## src/rtl/fetch_queue_pkg.sv

```systemverilog
// Shared types and constants for the instruction fetch queue.
package fetch_queue_pkg;

    localparam int XLEN    = 64;
    localparam int INSTR_W = 32;

    localparam logic [INSTR_W-1:0] NOP_INSTR = 32'h0000_0013;

    typedef struct packed {
        logic [XLEN-1:0]    pc;
        logic [INSTR_W-1:0] instr;
        logic               filled;
    } slot_t;

endpackage

```

## src/rtl/fetch_slot_array.sv

```systemverilog
// Circular storage for in-flight fetches: tail allocates, fill pointer tracks
// the oldest unfilled slot, head feeds decode.
module fetch_slot_array
    import fetch_queue_pkg::*;
#(
    parameter int DEPTH = 2
) (
    input  logic               clk,
    input  logic               resetN,
    input  logic               flush,
    input  logic               allocEn,
    input  logic [XLEN-1:0]    allocPc,
    input  logic               fillEn,
    input  logic [INSTR_W-1:0] fillInstr,
    input  logic               popEn,
    output slot_t              headSlot
);

    localparam int PW = (DEPTH > 1) ? $clog2(DEPTH) : 1;

    slot_t           slots [DEPTH];
    logic [PW-1:0]   allocPtr;
    logic [PW-1:0]   fillPtr;
    logic [PW-1:0]   headPtr;

    // DEPTH need not be a power of two, so wrap explicitly.
    function automatic logic [PW-1:0] nextPtr(input logic [PW-1:0] p);
        if (p == PW'(DEPTH - 1)) begin
            return '0;
        end
        return p + 1'b1;
    endfunction

    always_ff @(posedge clk or negedge resetN) begin
        if (!resetN) begin
            for (int i = 0; i < DEPTH; i++) begin
                slots[i] <= '0;
            end
            allocPtr <= '0;
            fillPtr  <= '0;
            headPtr  <= '0;
        end else if (flush) begin
            for (int i = 0; i < DEPTH; i++) begin
                slots[i].filled <= 1'b0;
            end
            allocPtr <= '0;
            fillPtr  <= '0;
            headPtr  <= '0;
        end else begin
            // Alloc, fill and pop always address distinct slots, so all three may land together.
            if (allocEn) begin
                slots[allocPtr].pc     <= allocPc;
                slots[allocPtr].instr  <= NOP_INSTR;
                slots[allocPtr].filled <= 1'b0;
                allocPtr               <= nextPtr(allocPtr);
            end
            if (fillEn) begin
                slots[fillPtr].instr  <= fillInstr;
                slots[fillPtr].filled <= 1'b1;
                fillPtr               <= nextPtr(fillPtr);
            end
            if (popEn) begin
                slots[headPtr].filled <= 1'b0;
                headPtr               <= nextPtr(headPtr);
            end
        end
    end

    assign headSlot = slots[headPtr];

endmodule

```

## src/rtl/fetch_queue.sv

```systemverilog
// Fetch queue: issues PC requests to instruction memory, matches in-order
// responses to slots, and drops responses that belong to flushed fetches.
module fetch_queue
    import fetch_queue_pkg::*;
#(
    parameter int DEPTH = 2,
    parameter int XLEN  = fetch_queue_pkg::XLEN
) (
    input  logic               clk,
    input  logic               resetN,
    input  logic [XLEN-1:0]    pc,
    output logic               stall,
    input  logic               flush,
    output logic               imemReqValid,
    input  logic               imemReqReady,
    output logic [XLEN-1:0]    imemReqAddr,
    input  logic               imemRespValid,
    input  logic [INSTR_W-1:0] imemRespData,
    output logic               decValid,
    input  logic               decReady,
    output logic [XLEN-1:0]    decPc,
    output logic [INSTR_W-1:0] decInstr
);

    localparam int CW       = $clog2(DEPTH + 1) + 1;
    localparam int PKG_XLEN = fetch_queue_pkg::XLEN;

    logic [CW-1:0]       allocCount;
    logic [CW-1:0]       discardCount;
    logic [CW-1:0]       unfilledCount;
    logic [CW-1:0]       outstanding;
    logic                reqFire;
    logic                respFill;
    logic                respDrop;
    logic                popEn;
    logic [PKG_XLEN-1:0] slotPc;
    slot_t               headSlot;

    assign imemReqAddr = pc;

    // Credit check uses registered counts only; a pop frees its slot next cycle.
    always_comb begin
        outstanding  = discardCount + unfilledCount;
        imemReqValid = resetN && !flush && ((allocCount + discardCount) < CW'(DEPTH));
        reqFire      = imemReqValid && imemReqReady;
        if (!resetN) begin
            stall = 1'b1;
        end else if (flush) begin
            stall = 1'b0;
        end else begin
            stall = !reqFire;
        end
        decValid = (allocCount != '0) && headSlot.filled;
        popEn    = decValid && decReady && !flush;
        respDrop = imemRespValid && !flush && (discardCount != '0);
        respFill = imemRespValid && !flush && (discardCount == '0) && (unfilledCount != '0);
        slotPc              = '0;
        slotPc[XLEN-1:0]    = pc;
        decPc    = decValid ? headSlot.pc[XLEN-1:0] : '0;
        decInstr = decValid ? headSlot.instr : NOP_INSTR;
    end

    // On flush every unfilled slot becomes a response to discard; a response
    // arriving in the flush cycle itself retires one of them immediately.
    always_ff @(posedge clk or negedge resetN) begin
        if (!resetN) begin
            allocCount    <= '0;
            unfilledCount <= '0;
            discardCount  <= '0;
        end else if (flush) begin
            allocCount    <= '0;
            unfilledCount <= '0;
            discardCount  <= outstanding - CW'(imemRespValid && (outstanding != '0));
        end else begin
            allocCount    <= allocCount + CW'(reqFire) - CW'(popEn);
            unfilledCount <= unfilledCount + CW'(reqFire) - CW'(respFill);
            if (respDrop) begin
                discardCount <= discardCount - CW'(1);
            end
        end
    end

    fetch_slot_array #(
        .DEPTH(DEPTH)
    ) u_slots (
        .clk       (clk),
        .resetN    (resetN),
        .flush     (flush),
        .allocEn   (reqFire),
        .allocPc   (slotPc),
        .fillEn    (respFill),
        .fillInstr (imemRespData),
        .popEn     (popEn),
        .headSlot  (headSlot)
    );

endmodule
```

## config.mk

```make
export PLATFORM = sky130hd
export DESIGN_NAME = fetch_queue
export DESIGN_NICKNAME = d
export VERILOG_FILES = /design/src/rtl/fetch_queue_pkg.sv /design/src/rtl/fetch_slot_array.sv /design/src/rtl/fetch_queue.sv
export SDC_FILE = /design/constraint.sdc
export NUM_CORES = 1
export LEC_CHECK = 0
export BUFFER_PORTS_ARGS = -buffer_cell sky130_fd_sc_hd__buf_2
export CORE_ASPECT_RATIO = 0.75
export CORE_MARGIN = 4
export CORE_UTILIZATION = 46
export CTS_CLUSTER_DIAMETER = 30
export CTS_CLUSTER_SIZE = 20
export DETAILED_ROUTE_END_ITERATION = 6
export MAX_ROUTING_LAYER = met4
export PLACE_DENSITY = 0.71
export SYNTH_ARGS = -nofsm -noshare
export SYNTH_HDL_FRONTEND = slang
export SYNTH_HIERARCHICAL = 1
export SYNTH_SLANG_ARGS = --single-unit
```

## constraint.sdc

```tcl
create_clock -name clk -period 7.1 [get_ports clk]
set_input_delay 1.42 -clock clk [delete_from_list [all_inputs] [get_ports clk]]
set_output_delay 1.42 -clock clk [all_outputs]
set_load 0.005 [all_outputs]
```

==> metrics <==
die height 138 um; Antenna Nets Post-Route 0; DP HPWL 14.8 mm; final hold slack 480 ps; top post-synthesis cells by area dfrtp_1 (50%), mux2_2 (19%), and2_1 (5.7%); CTS Hold Bufs 0; LEAKAGE 6.63 nW; io pins 265; EDFF count, synth 0; Overall Power 3.77 mW; grt ovf 0; gpl congestion 0.772; CTS tree done; post-DR wirelength/cell 17.6 um; Slew Viols, Final 0; Crit-path slowest cell dfrtp_4; PwrDens 299 nW/um2; skew final 28.9 ps; Int Pwr 2.85 mW; number of vias per cell 5.15; Worst VDD drop 0.128 mV; final WL 23.1 mm; synthesized net count 904; Synth top area share 0.500; total clock sinks 206; cell family with most CP delay flip-flops; CP cell instances mux2_2 -> o31a_2 -> buf_4 -> and2_1 -> buf_2; H-tree depth 2; DR vias 6779; initial antenna violation count 0; ys flop type dfrtp_1; cell with the most instances after synthesis dfrtp_1; sequential share of the synthesized area 0.500; Worst Path Arrival 3170 ps; setup TNS 0 ps; post-cts sizing count 0; IO buf count 264; Nets 1107; Post-synth ARST share 1.00; f_max 218 MHz; Commonest cells post-synth dfrtp_1 (206), mux2_2 (175), and2_1 (94); CP peak stage delay 770 ps; Chip Width 181 um; share of cells above drive strength 1 0.517; CP Max Fanout 52; Tcrit/Tclk final 0.646; max_slew headroom 0.360; Buf/Inv on CP 2; final core utilization 0.572; register bit count reported by yosys 206; post-synth top area cell dfrtp_1; Area Growth Syn to Fin 22.3%; Finished Cell Area 12600 um2; Crit. End Element primary output; Syn. warnings 6; Initial Utilization 0.468; fin crit period 4590 ps; Worst Path Required 5680 ps; Net Sw Frac 0.244; Setup Viol. Count Final 0; register share of total power 0.395; HP Class reg2reg; Tot GR Track Use 0.188; Rows 47; post-synthesis cell area 10300 um2; Avg Cell Area, Syn 13.1 um2; largest net degree at the start of global routing 87; clk_lat worst skew 500 ps; CTS buffer count 39; Slew @ Worst Pin 961 ps; status complete, no violations; DRT iter0 DRCs 298; Synth Instances 789; Startpoint Class flip-flop; CTS Buffer Depth 3; Setup CP Type reg2out; placed inst area 11300 um2; first-pass GRT wire length 37.3 mm; diode count 0; Comb pwr share 0.142; max-cap violations 0; clock slew at reported path FFs 50 ps; Clk pwr share 0.463; final hold violation count 0; Synth cell types 40; fillers 1831; CORE AREA 22100 um2; DRC 0; die area 24900 um2; Detailed Routing Iterations Pass 1 4; RSZ-0062 raised after global routing false; vias in the first global route 7069; Post-CTS Setup Bufs 0; P_sw 918 uW; Root Driver clkbuf_16
## through the flow
stage | setup WS, ps | std cells
global route | 2220 | 1316
floorplan | 3550 | 789
finish | 2510 | 1316
CTS | 2410 | 1316
global placement | 2650 | 1245
detailed placement | 2580 | 1245
## routing by layer
metal / wire [um] / global-route usage / share of wire / vias up
met5: 0 / - / 0 / -
met4: 329 / 0.0449 / 0.014 / 0
met3: 1660 / 0.0449 / 0.072 / 30
met2: 10100 / 0.277 / 0.44 / 243
met1: 11000 / 0.267 / 0.48 / 3380
li1: - / - / - / 3126
## area by class of cell
| class | instances | area, um2 | share of cell area |
|---|---|---|---|
| clock buffers | 47 | 1090 | 0.0863 |
| repair buffers | 275 | 1410 | 0.112 |
| well taps | 294 | 368 | 0.0292 |
| clock inverters | 24 | 190 | 0.0151 |
| flip-flops and latches | 206 | 5160 | 0.409 |
| multi-input cells | 455 | 4340 | 0.344 |
| inverters | 15 | 56.3 | 0.00446 |
## worst register-to-register path: stages (launching register included)
cell and delay, ps:
dfrtp_1 440, inv_1 90, fa_1 440, xnor3_1 250
nor4b_4 530, nor3b_4 270, buf_4 730, nor2_2 70
buf_4 270, a22o_1 230
## kinds of logic after synthesis
group	synth area share
simple gates	0.0793
xor+xnor	0.0103
flops	0.500
fa+ha+maj	0.0187
compound gates	0.0653
buf+inv	0.0811
mux	0.246
## power by group through the flow
| stage | Clock (mW) | Sequential (mW) | Combinational [mW] |
|---|---|---|---|
| global placement | 0 | 1.49 | 0.523 |
| detailed placement | 0 | 1.50 | 0.537 |
| finish | 1.74 | 1.49 | 0.534 |
| CTS | 1.79 | 1.49 | 0.545 |
| floorplan | 0 | 1.47 | 0.418 |
| global route | 1.84 | 1.51 | 0.605 |
## cell usage in the layout (no fill, tap or decap), drive strengths merged, types with 2 or more instances in the layout
| master | n |
|---|---|
| clkbuf | 48 |
| ha | 9 |
| nor2 | 8 |
| xnor3 | 2 |
| o22a | 6 |
| inv | 19 |
| clkinv | 11 |
| fa | 4 |
| and3 | 2 |
| nor3b | 2 |
| and2 | 94 |
| o31a | 3 |
| nand2 | 5 |
| clkinvlp | 8 |
| xor2 | 2 |
| nor3 | 2 |
| buf | 274 |
| nand3b | 2 |
| nor2b | 2 |
| nor4b | 2 |
| a21oi | 5 |
| a22o | 58 |
| xnor2 | 5 |
| dfrtp | 206 |
| nand2b | 7 |
| mux2 | 225 |
## final timing paths
| kind | start | depth (start not counted) | slack (ps) | to |
|---|---|---|---|---|
| setup / recovery | u_slots/headPtr | 5 | 2510 | decPc[49] |
| hold / removal | flip-flop | 1 | 480 | flip-flop |
| setup reg to reg | allocCount[1] | 9 | 3660 | u_slots/slots[101] |
| hold reg to reg | flip-flop | 1 | 480 | flip-flop |
| max in group asynchronous | resetN | 2 | 4760 | async pin |
| min in group asynchronous | resetN | 1 | 950 | u_slots/slots[100] |
No activity file was read; power rests on OpenSTA's default activity.
